**src/rtl/ipu_host_ctrl.sv**
```systemverilog
// Host-side sequencer for the IPU: resets it, streams 16 RF rows then N instructions, waits out the pipeline and signals done.
// Latency: each accepted row/instruction beat is driven to the IPU one cycle later; done pulses HC_DRAIN cycles after the last instruction beat.
// Backpressure: row/instr ready asserted only in their load phase; result FIFO pops on valid&ready, pushes beyond capacity are dropped and flagged.
module ipu_host_ctrl #(
    parameter int HC_DRAIN      = 8,
    parameter int HC_FIFO_DEPTH = 4
) (
    input  logic        clk,
    input  logic        hc_rst,
    input  logic        hc_start,
    input  logic [4:0]  hc_inst_cnt,
    input  logic [15:0] hc_row_data,
    input  logic        hc_row_valid,
    output logic        hc_row_ready,
    input  logic [25:0] hc_inst_data,
    input  logic        hc_inst_valid,
    output logic        hc_inst_ready,
    output logic        hc_rf_ld_en,
    output logic [15:0] hc_rf_load,
    output logic [3:0]  hc_rf_ld_adrs,
    output logic        hc_im_ld_en,
    output logic [25:0] hc_im_instLoad,
    output logic        hc_ipu_rst,
    input  logic        hc_ret_valid,
    input  logic [15:0] hc_ret_data,
    input  logic [3:0]  hc_ret_adrs,
    input  logic        hc_ipu_of,
    output logic [15:0] hc_res_data,
    output logic [3:0]  hc_res_adrs,
    output logic        hc_res_valid,
    input  logic        hc_res_ready,
    output logic        hc_busy,
    output logic        hc_done,
    output logic        hc_of,
    output logic        hc_res_ovf
);

    typedef enum logic [2:0] {IDLE, RST_IPU, LD_RF, LD_IM, RUN, DONE} state_t;

    localparam int DW = $clog2(HC_DRAIN + 1);
    localparam int AW = $clog2(HC_FIFO_DEPTH);

    state_t        state;
    logic [3:0]    row_cnt;
    logic [4:0]    inst_cnt;
    logic [4:0]    inst_tot;
    logic [DW-1:0] drain_cnt;

    logic start_acc;
    logic row_beat;
    logic inst_beat;

    assign start_acc = (state == IDLE) && hc_start &&
                       (hc_inst_cnt != 5'd0) && (hc_inst_cnt <= 5'd16);
    assign row_beat  = hc_row_valid && hc_row_ready;
    assign inst_beat = hc_inst_valid && hc_inst_ready;

    always_ff @(posedge clk or negedge hc_rst) begin
        if (!hc_rst) begin
            state          <= IDLE;
            row_cnt        <= '0;
            inst_cnt       <= '0;
            inst_tot       <= '0;
            drain_cnt      <= '0;
            hc_row_ready   <= 1'b0;
            hc_inst_ready  <= 1'b0;
            hc_rf_ld_en    <= 1'b0;
            hc_rf_load     <= '0;
            hc_rf_ld_adrs  <= '0;
            hc_im_ld_en    <= 1'b0;
            hc_im_instLoad <= '0;
            hc_ipu_rst     <= 1'b1;
            hc_busy        <= 1'b0;
            hc_done        <= 1'b0;
            hc_of          <= 1'b0;
        end else begin
            hc_rf_ld_en <= row_beat;
            if (row_beat) begin
                hc_rf_load    <= hc_row_data;
                hc_rf_ld_adrs <= row_cnt;
            end
            hc_im_ld_en <= inst_beat;
            if (inst_beat) begin
                hc_im_instLoad <= hc_inst_data;
            end
            hc_ipu_rst <= 1'b0;
            hc_done    <= 1'b0;
            if ((state == RUN || state == DONE) && hc_ipu_of) begin
                hc_of <= 1'b1;
            end

            case (state)
                IDLE: begin
                    if (start_acc) begin
                        state      <= RST_IPU;
                        inst_tot   <= hc_inst_cnt;
                        row_cnt    <= '0;
                        inst_cnt   <= '0;
                        drain_cnt  <= '0;
                        hc_of      <= 1'b0;
                        hc_ipu_rst <= 1'b1;
                        hc_busy    <= 1'b1;
                    end
                end
                RST_IPU: begin
                    state        <= LD_RF;
                    hc_row_ready <= 1'b1;
                end
                LD_RF: begin
                    if (row_beat) begin
                        row_cnt <= row_cnt + 4'd1;
                        if (row_cnt == 4'd15) begin
                            state         <= LD_IM;
                            hc_row_ready  <= 1'b0;
                            hc_inst_ready <= 1'b1;
                        end
                    end
                end
                LD_IM: begin
                    if (inst_beat) begin
                        inst_cnt <= inst_cnt + 5'd1;
                        if (inst_cnt + 5'd1 == inst_tot) begin
                            state         <= RUN;
                            hc_inst_ready <= 1'b0;
                            drain_cnt     <= '0;
                        end
                    end
                end
                RUN: begin
                    // RUN lasts exactly HC_DRAIN cycles so done lands HC_DRAIN edges after the last beat
                    if (drain_cnt == DW'(HC_DRAIN - 1)) begin
                        state   <= DONE;
                        hc_done <= 1'b1;
                    end else begin
                        drain_cnt <= drain_cnt + DW'(1);
                    end
                end
                DONE: begin
                    state   <= IDLE;
                    hc_busy <= 1'b0;
                end
                default: state <= IDLE;
            endcase
        end
    end

    logic [19:0] fifo_mem [HC_FIFO_DEPTH];
    logic [AW:0] wr_ptr;
    logic [AW:0] rd_ptr;
    logic        fifo_empty;
    logic        fifo_full;
    logic        push;
    logic        pop;

    assign fifo_empty   = (wr_ptr == rd_ptr);
    assign fifo_full    = (wr_ptr[AW] != rd_ptr[AW]) && (wr_ptr[AW-1:0] == rd_ptr[AW-1:0]);
    assign hc_res_valid = !fifo_empty;
    assign pop          = hc_res_valid && hc_res_ready;
    // A full FIFO still takes a push when the head leaves in the same cycle
    assign push         = hc_ret_valid && (!fifo_full || pop);
    assign {hc_res_adrs, hc_res_data} = fifo_empty ? 20'd0 : fifo_mem[rd_ptr[AW-1:0]];

    always_ff @(posedge clk) begin
        if (push) begin
            fifo_mem[wr_ptr[AW-1:0]] <= {hc_ret_adrs, hc_ret_data};
        end
    end

    always_ff @(posedge clk or negedge hc_rst) begin
        if (!hc_rst) begin
            wr_ptr     <= '0;
            rd_ptr     <= '0;
            hc_res_ovf <= 1'b0;
        end else begin
            if (push) begin
                wr_ptr <= wr_ptr + (AW+1)'(1);
            end
            if (pop) begin
                rd_ptr <= rd_ptr + (AW+1)'(1);
            end
            if (start_acc) begin
                hc_res_ovf <= 1'b0;
            end else if (hc_ret_valid && fifo_full && !pop) begin
                hc_res_ovf <= 1'b1;
            end
        end
    end

endmodule

```
**config.mk**
```make
export PLATFORM = sky130hd
export DESIGN_NAME = ipu_host_ctrl
export DESIGN_NICKNAME = d
export VERILOG_FILES = /design/src/rtl/ipu_host_ctrl.sv
export SDC_FILE = /design/constraint.sdc
export NUM_CORES = 1
export LEC_CHECK = 0
export ABC_AREA = 1
export BUFFER_PORTS_ARGS = -buffer_cell sky130_fd_sc_hd__buf_2
export CELL_PAD_IN_SITES_DETAIL_PLACEMENT = 2
export CELL_PAD_IN_SITES_GLOBAL_PLACEMENT = 2
export CORE_MARGIN = 2
export CORE_UTILIZATION = 33
export DETAILED_ROUTE_END_ITERATION = 8
export GPL_ROUTABILITY_DRIVEN = 0
export PLACE_DENSITY_LB_ADDON = 0.05
export SYNTH_ARGS = -nofsm -noshare
export SYNTH_HDL_FRONTEND = slang
export SYNTH_SLANG_ARGS = --single-unit
```
**constraint.sdc**
```tcl
create_clock -name clk -period 3 [get_ports clk]
set_input_delay 0.15 -clock clk [delete_from_list [all_inputs] [get_ports clk]]
set_output_delay 0.15 -clock clk [all_outputs]
set_load 0.05 [all_outputs]
```
==> metrics.md <==
| Metric | Value |
|---|---|
| Internal power component | `5.05 mW` |
| Worst Hold End | `inst_tot[4]$_DFFE_PN0P_` |
| Number of flops mapped to enable cells by yosys | `80` |
| Main combinational cell family by area after synthesis | `simple AND/OR/NAND/NOR gates` |
| Fraction of post-synthesis cell area in the top cell type by area | `0.352` |
| Hold path startpoint | `hc_inst_cnt[4]` |
| Multi-input gate area in the final layout | `0.00202 mm²` |
| Multiplexer area fraction after synthesis | `0` |
| Clock power frac | `0.244` |
| Width of the die | `148 µm` |
| Area share of and/or/nand/nor cells after synthesis | `0.198` |
| Startpoint of the lowest-slack register-to-register path | `inst_cnt[0]$_DFFE_PN0P_` |
| Switching portion of total power | `0.444` |
| Clock latency on the worst-skew pair | `420 ps` |
| Area of all sequential standard cells | `0.00446 mm²` |
| Logic pwr share | `0.426` |
| Unrepaired setup endpoints after global routing | `false` |
| Worst-case vdd ir drop | `0.421 mV` |
| Syn Std Cell Area | `0.00682 mm²` |
| Adder-cell share of the synthesized area | `0.0147` |
| Total number of clock tree sinks | `162` |
| Number of max-slew violations in the final report | `0` |
| Critical path's largest stage delay | `540 ps` |
| Crit-path max FO | `21` |
| Critical-path top delay cell | `sky130_fd_sc_hd__inv_1` |
| Register share of total power | `0.331` |
| Sequential fraction of the synthesis area | `0.653` |
| Required time of the critical path | `2850 ps` |
| Quantity of I/O buffers inserted on ports | `150` |
| Initial Utilization | `0.337` |
| Type of the tightest min-delay check | `input port to flop` |
| Overall power after layout | `9.09 mW` |
| Max-slew headroom at the worst pin | `0.532` |
| Detailed-route DRC error count | `0` |
| Maximum number of pins on one net before global-route repair | `42` |
| Count of cell types in the netlist | `34` |
| Global-route wire length before repair | `34800 µm` |
| Worst setup slack for register-to-register paths | `1060 ps` |
| Crit end category | `output pin` |
| Switching power of the nets | `4.04 mW` |
| Most area-hungry cell type in the Yosys netlist | `sky130_fd_sc_hd__edfxtp_1` |
| Worst path arrival time | `2440 ps` |
| Cell Chain, Critical Path | `buf_4, inv_1, o21ai_0, o22ai_1, nand2_1, inv_1, buf_2` |
| Clock transition at the registers of the reported paths | `60 ps` |
| Level count of the clock H-tree | `4` |
| Pre-antenna DRT Iters | `5` |
| Total routing usage reported by global routing | `0.205` |
| Post-route non-filler standard cell count | `1184` |
| Kind of start point of the critical path | `flop` |
| Clock buffer depth | `2` |
| Vertical extent of the die | `148 µm` |
| Count of hold buffers inserted by post-cts repair | `65` |
| Aggregate negative setup slack | `0 ps` |
| Syn-to-layout area delta | `34.3%` |
| IO Count | `151` |
| Standard-cell rows | `52` |
| Max-capacitance violation count | `0` |
| Leak | `4.41 nW` |
| Highest Clock Rate | `386 MHz` |
| Number of violations reported at the end of detailed-routing iteration 0 | `240` |
| Share of async-settable or async-resettable flops after synthesis | `0.506` |
| HPWL after detailed placement | `14300 µm` |
| Number of cells traversed by the worst hold path | `3` |
| Average routed wire per standard cell | `18.2 µm` |
| Initial antenna violation count | `1` |
| Area fraction in compound gates after synthesis | `0.0714` |
| Core area | `0.0202 mm²` |
| Clock period minus worst slack | `2590 ps` |
| Worst path most repeated cell | `sky130_fd_sc_hd__inv_1` |
| Worst Clk Skew | `9.18 ps` |
| Worst r2r dst | `drain_cnt[0]$_DFFE_PN0P_` |
| PostCTS Resize Cnt | `0` |
| Worst setup path class | `flop to output pin` |
| Post-synthesis xor/xnor area fraction | `0.0103` |
| Number of buffers inserted by post-CTS setup repair | `0` |
| Total Routed Length | `21500 µm` |
| Share of post-route cells with drive strength above 1 | `0.238` |
| Prevailing post-synth register cell | `sky130_fd_sc_hd__dfrtp_1` |
| Count of final setup violators | `0` |
| Average via count per standard cell | `4.80` |
| Status | `completed` |
| Area enclosed by the die boundary | `0.0218 mm²` |
| Number of global-route vias before repair | `6491` |
| Net count after synthesis | `760` |
| Final nets | `984` |
| Clock buffers created by TritonCTS | `17` |
| Vias | `5689` |
| Total power divided by cell area | `992 mW/mm²` |
| R2r worst-path depth | `12` |
| Mean post-synth cell area | `10.1 µm²` |
| Transition at the pin with the smallest max-transition slack | `701 ps` |
| Biggest area contributors in the synthesized netlist | `sky130_fd_sc_hd__edfxtp_1 (35%), sky130_fd_sc_hd__dfrtp_1 (30%), sky130_fd_sc_hd__nand2_1 (12%), sky130_fd_sc_hd__o21ai_0 (4.0%), sky130_fd_sc_hd__nor2_1 (3.5%)` |
| Global-route congestion overflow total | `0` |
| Remaining antenna violation count after routing | `0` |
| Post-route fraction of the period consumed by the critical path | `0.864` |
| Syn. warnings | `0` |
| Synthesized netlist cell count | `677` |
| Fillers | `2178` |
| Cell chosen for the clock root | `sky130_fd_sc_hd__clkbuf_16` |
| Number of instances in the placed design | `1087` |
| Clock tree from TritonCTS | `done` |
| Final Hold Vio Count | `0` |
| Synth Register Bits | `162` |
-- layout make-up --
cell class	count	share of cell area
Antenna cell	1	0.000273
Clock buffer	18	0.0468
Clock inverter	13	0.0172
Inverter	68	0.0279
Multi-Input combinational cell	423	0.220
Sequential cell	162	0.486
Tap cell	270	0.0369
Timing Repair Buffer	229	0.165
-- power groups by stage --
stage | clock (mW) | sequential (mW) | combinational (mW)
2_1_floorplan | 0 | 3.18 | 2.60
3_3_place_gp | 0 | 3.02 | 3.73
3_5_place_dp | 0 | 3.05 | 3.84
4_1_cts | 2.28 | 3.01 | 3.93
5_1_grt | 2.37 | 3.05 | 4.22
6_report | 2.21 | 3.00 | 3.87
-- metrics by stage --
stage	util	hold WS [ps]	worst slack (ps)	cell area, µm²
2_1_floorplan	-	-146	852	6820
3_3_place_gp	0.392	159	913	7920
3_5_place_dp	0.392	162	866	7920
4_1_cts	0.453	18.3	394	9160
5_1_grt	0.453	34.1	207	9160
6_report	0.453	29.8	408	9160
-- synth_stat cells (all sizes together), types with 2 or more instances --
| master | number |
|---|---|
| o21ai | 59 |
| nor2 | 69 |
| dfrtp | 81 |
| nor3 | 2 |
| clkbuf | 17 |
| o22ai | 21 |
| a21oi | 3 |
| xnor2 | 4 |
| xor2 | 4 |
| edfxtp | 80 |
| o211ai | 2 |
| nand2 | 216 |
| ha | 8 |
| nand3 | 20 |
| inv | 68 |
| buf | 7 |
| nand4 | 11 |
-- worst max path at each step --
stage | startpoint | to | slack [ps]
6_report | rd_ptr[1]$_DFFE_PN0P_ | hc_res_data[12] | 410
5_1_grt | rd_ptr[1]$_DFFE_PN0P_ | hc_res_data[12] | 210
4_1_cts | rd_ptr[1]$_DFFE_PN0P_ | hc_res_data[12] | 390
3_5_place_dp | rd_ptr[1]$_DFFE_PN0P_ | hc_res_data[3] | 870
3_3_place_gp | rd_ptr[1]$_DFFE_PN0P_ | hc_res_adrs[0] | 910
2_1_floorplan | rd_ptr[0]$_DFFE_PN0P_ | fifo_mem[0][0]$_DFFE_PP_ | 850
-- cells by family after synthesis --
family | count (synthesis)
and+or+nand+nor | 319
DFF | 162
buffers and inverters | 92
AOI/OAI and AO/OA | 88
xor gates and xnor gates | 8
adders and majority gates | 8
-- cells in the final DEF (no fill, tap or decap), types with 2 or more instances in the layout --
cell	instances
sky130_fd_sc_hd__nand2_2	3
sky130_fd_sc_hd__inv_1	62
sky130_fd_sc_hd__xor2_1	4
sky130_fd_sc_hd__buf_2	149
sky130_fd_sc_hd__nor3_1	2
sky130_fd_sc_hd__clkbuf_16	17
sky130_fd_sc_hd__inv_6	3
sky130_fd_sc_hd__nor2_2	5
sky130_fd_sc_hd__inv_2	6
sky130_fd_sc_hd__nand3_4	2
sky130_fd_sc_hd__dfrtp_1	81
sky130_fd_sc_hd__clkinv_1	3
sky130_fd_sc_hd__dlygate4sd3_1	65
sky130_fd_sc_hd__nand3_1	17
sky130_fd_sc_hd__nand2_4	2
sky130_fd_sc_hd__nor2_1	60
sky130_fd_sc_hd__nand4_1	11
sky130_fd_sc_hd__o21ai_0	55
sky130_fd_sc_hd__xnor2_1	4
sky130_fd_sc_hd__nor2_4	3
sky130_fd_sc_hd__bufinv_16	3
sky130_fd_sc_hd__a21oi_1	3
sky130_fd_sc_hd__o21ai_1	4
sky130_fd_sc_hd__o22ai_1	21
sky130_fd_sc_hd__nand2_1	211
sky130_fd_sc_hd__edfxtp_1	80
sky130_fd_sc_hd__ha_1	8
sky130_fd_sc_hd__buf_4	15
-- critical path: cells and delay by family, from the launching register on --
family                 cells  cell delay, ps
AO/OA/AOI/OAI              2             470
buffers and inverters      4            1060
flip-flops                 1             410
AND/OR/NAND/NOR            1              70
-- flip-flops by register name, summed over array words and instances (netlist names), 3 cells and up --
register / count
rd_ptr: 3
hc_rf_ld_adrs: 4
wr_ptr: 3
state: 3
row_cnt: 4
inst_cnt: 5
inst_tot: 5
fifo_mem: 80
hc_im_instLoad: 26
drain_cnt: 4
hc_rf_load: 16
-- layer usage --
layer  wire [µm]  track usage  up-vias
met3         772       0.0463       31
met4         525       0.0644        0
met5           0            0        -
met2       11700        0.382      117
li1            -            -     2653
met1        8510        0.233     2888
Note: power is estimated with default switching activity, not from simulation.
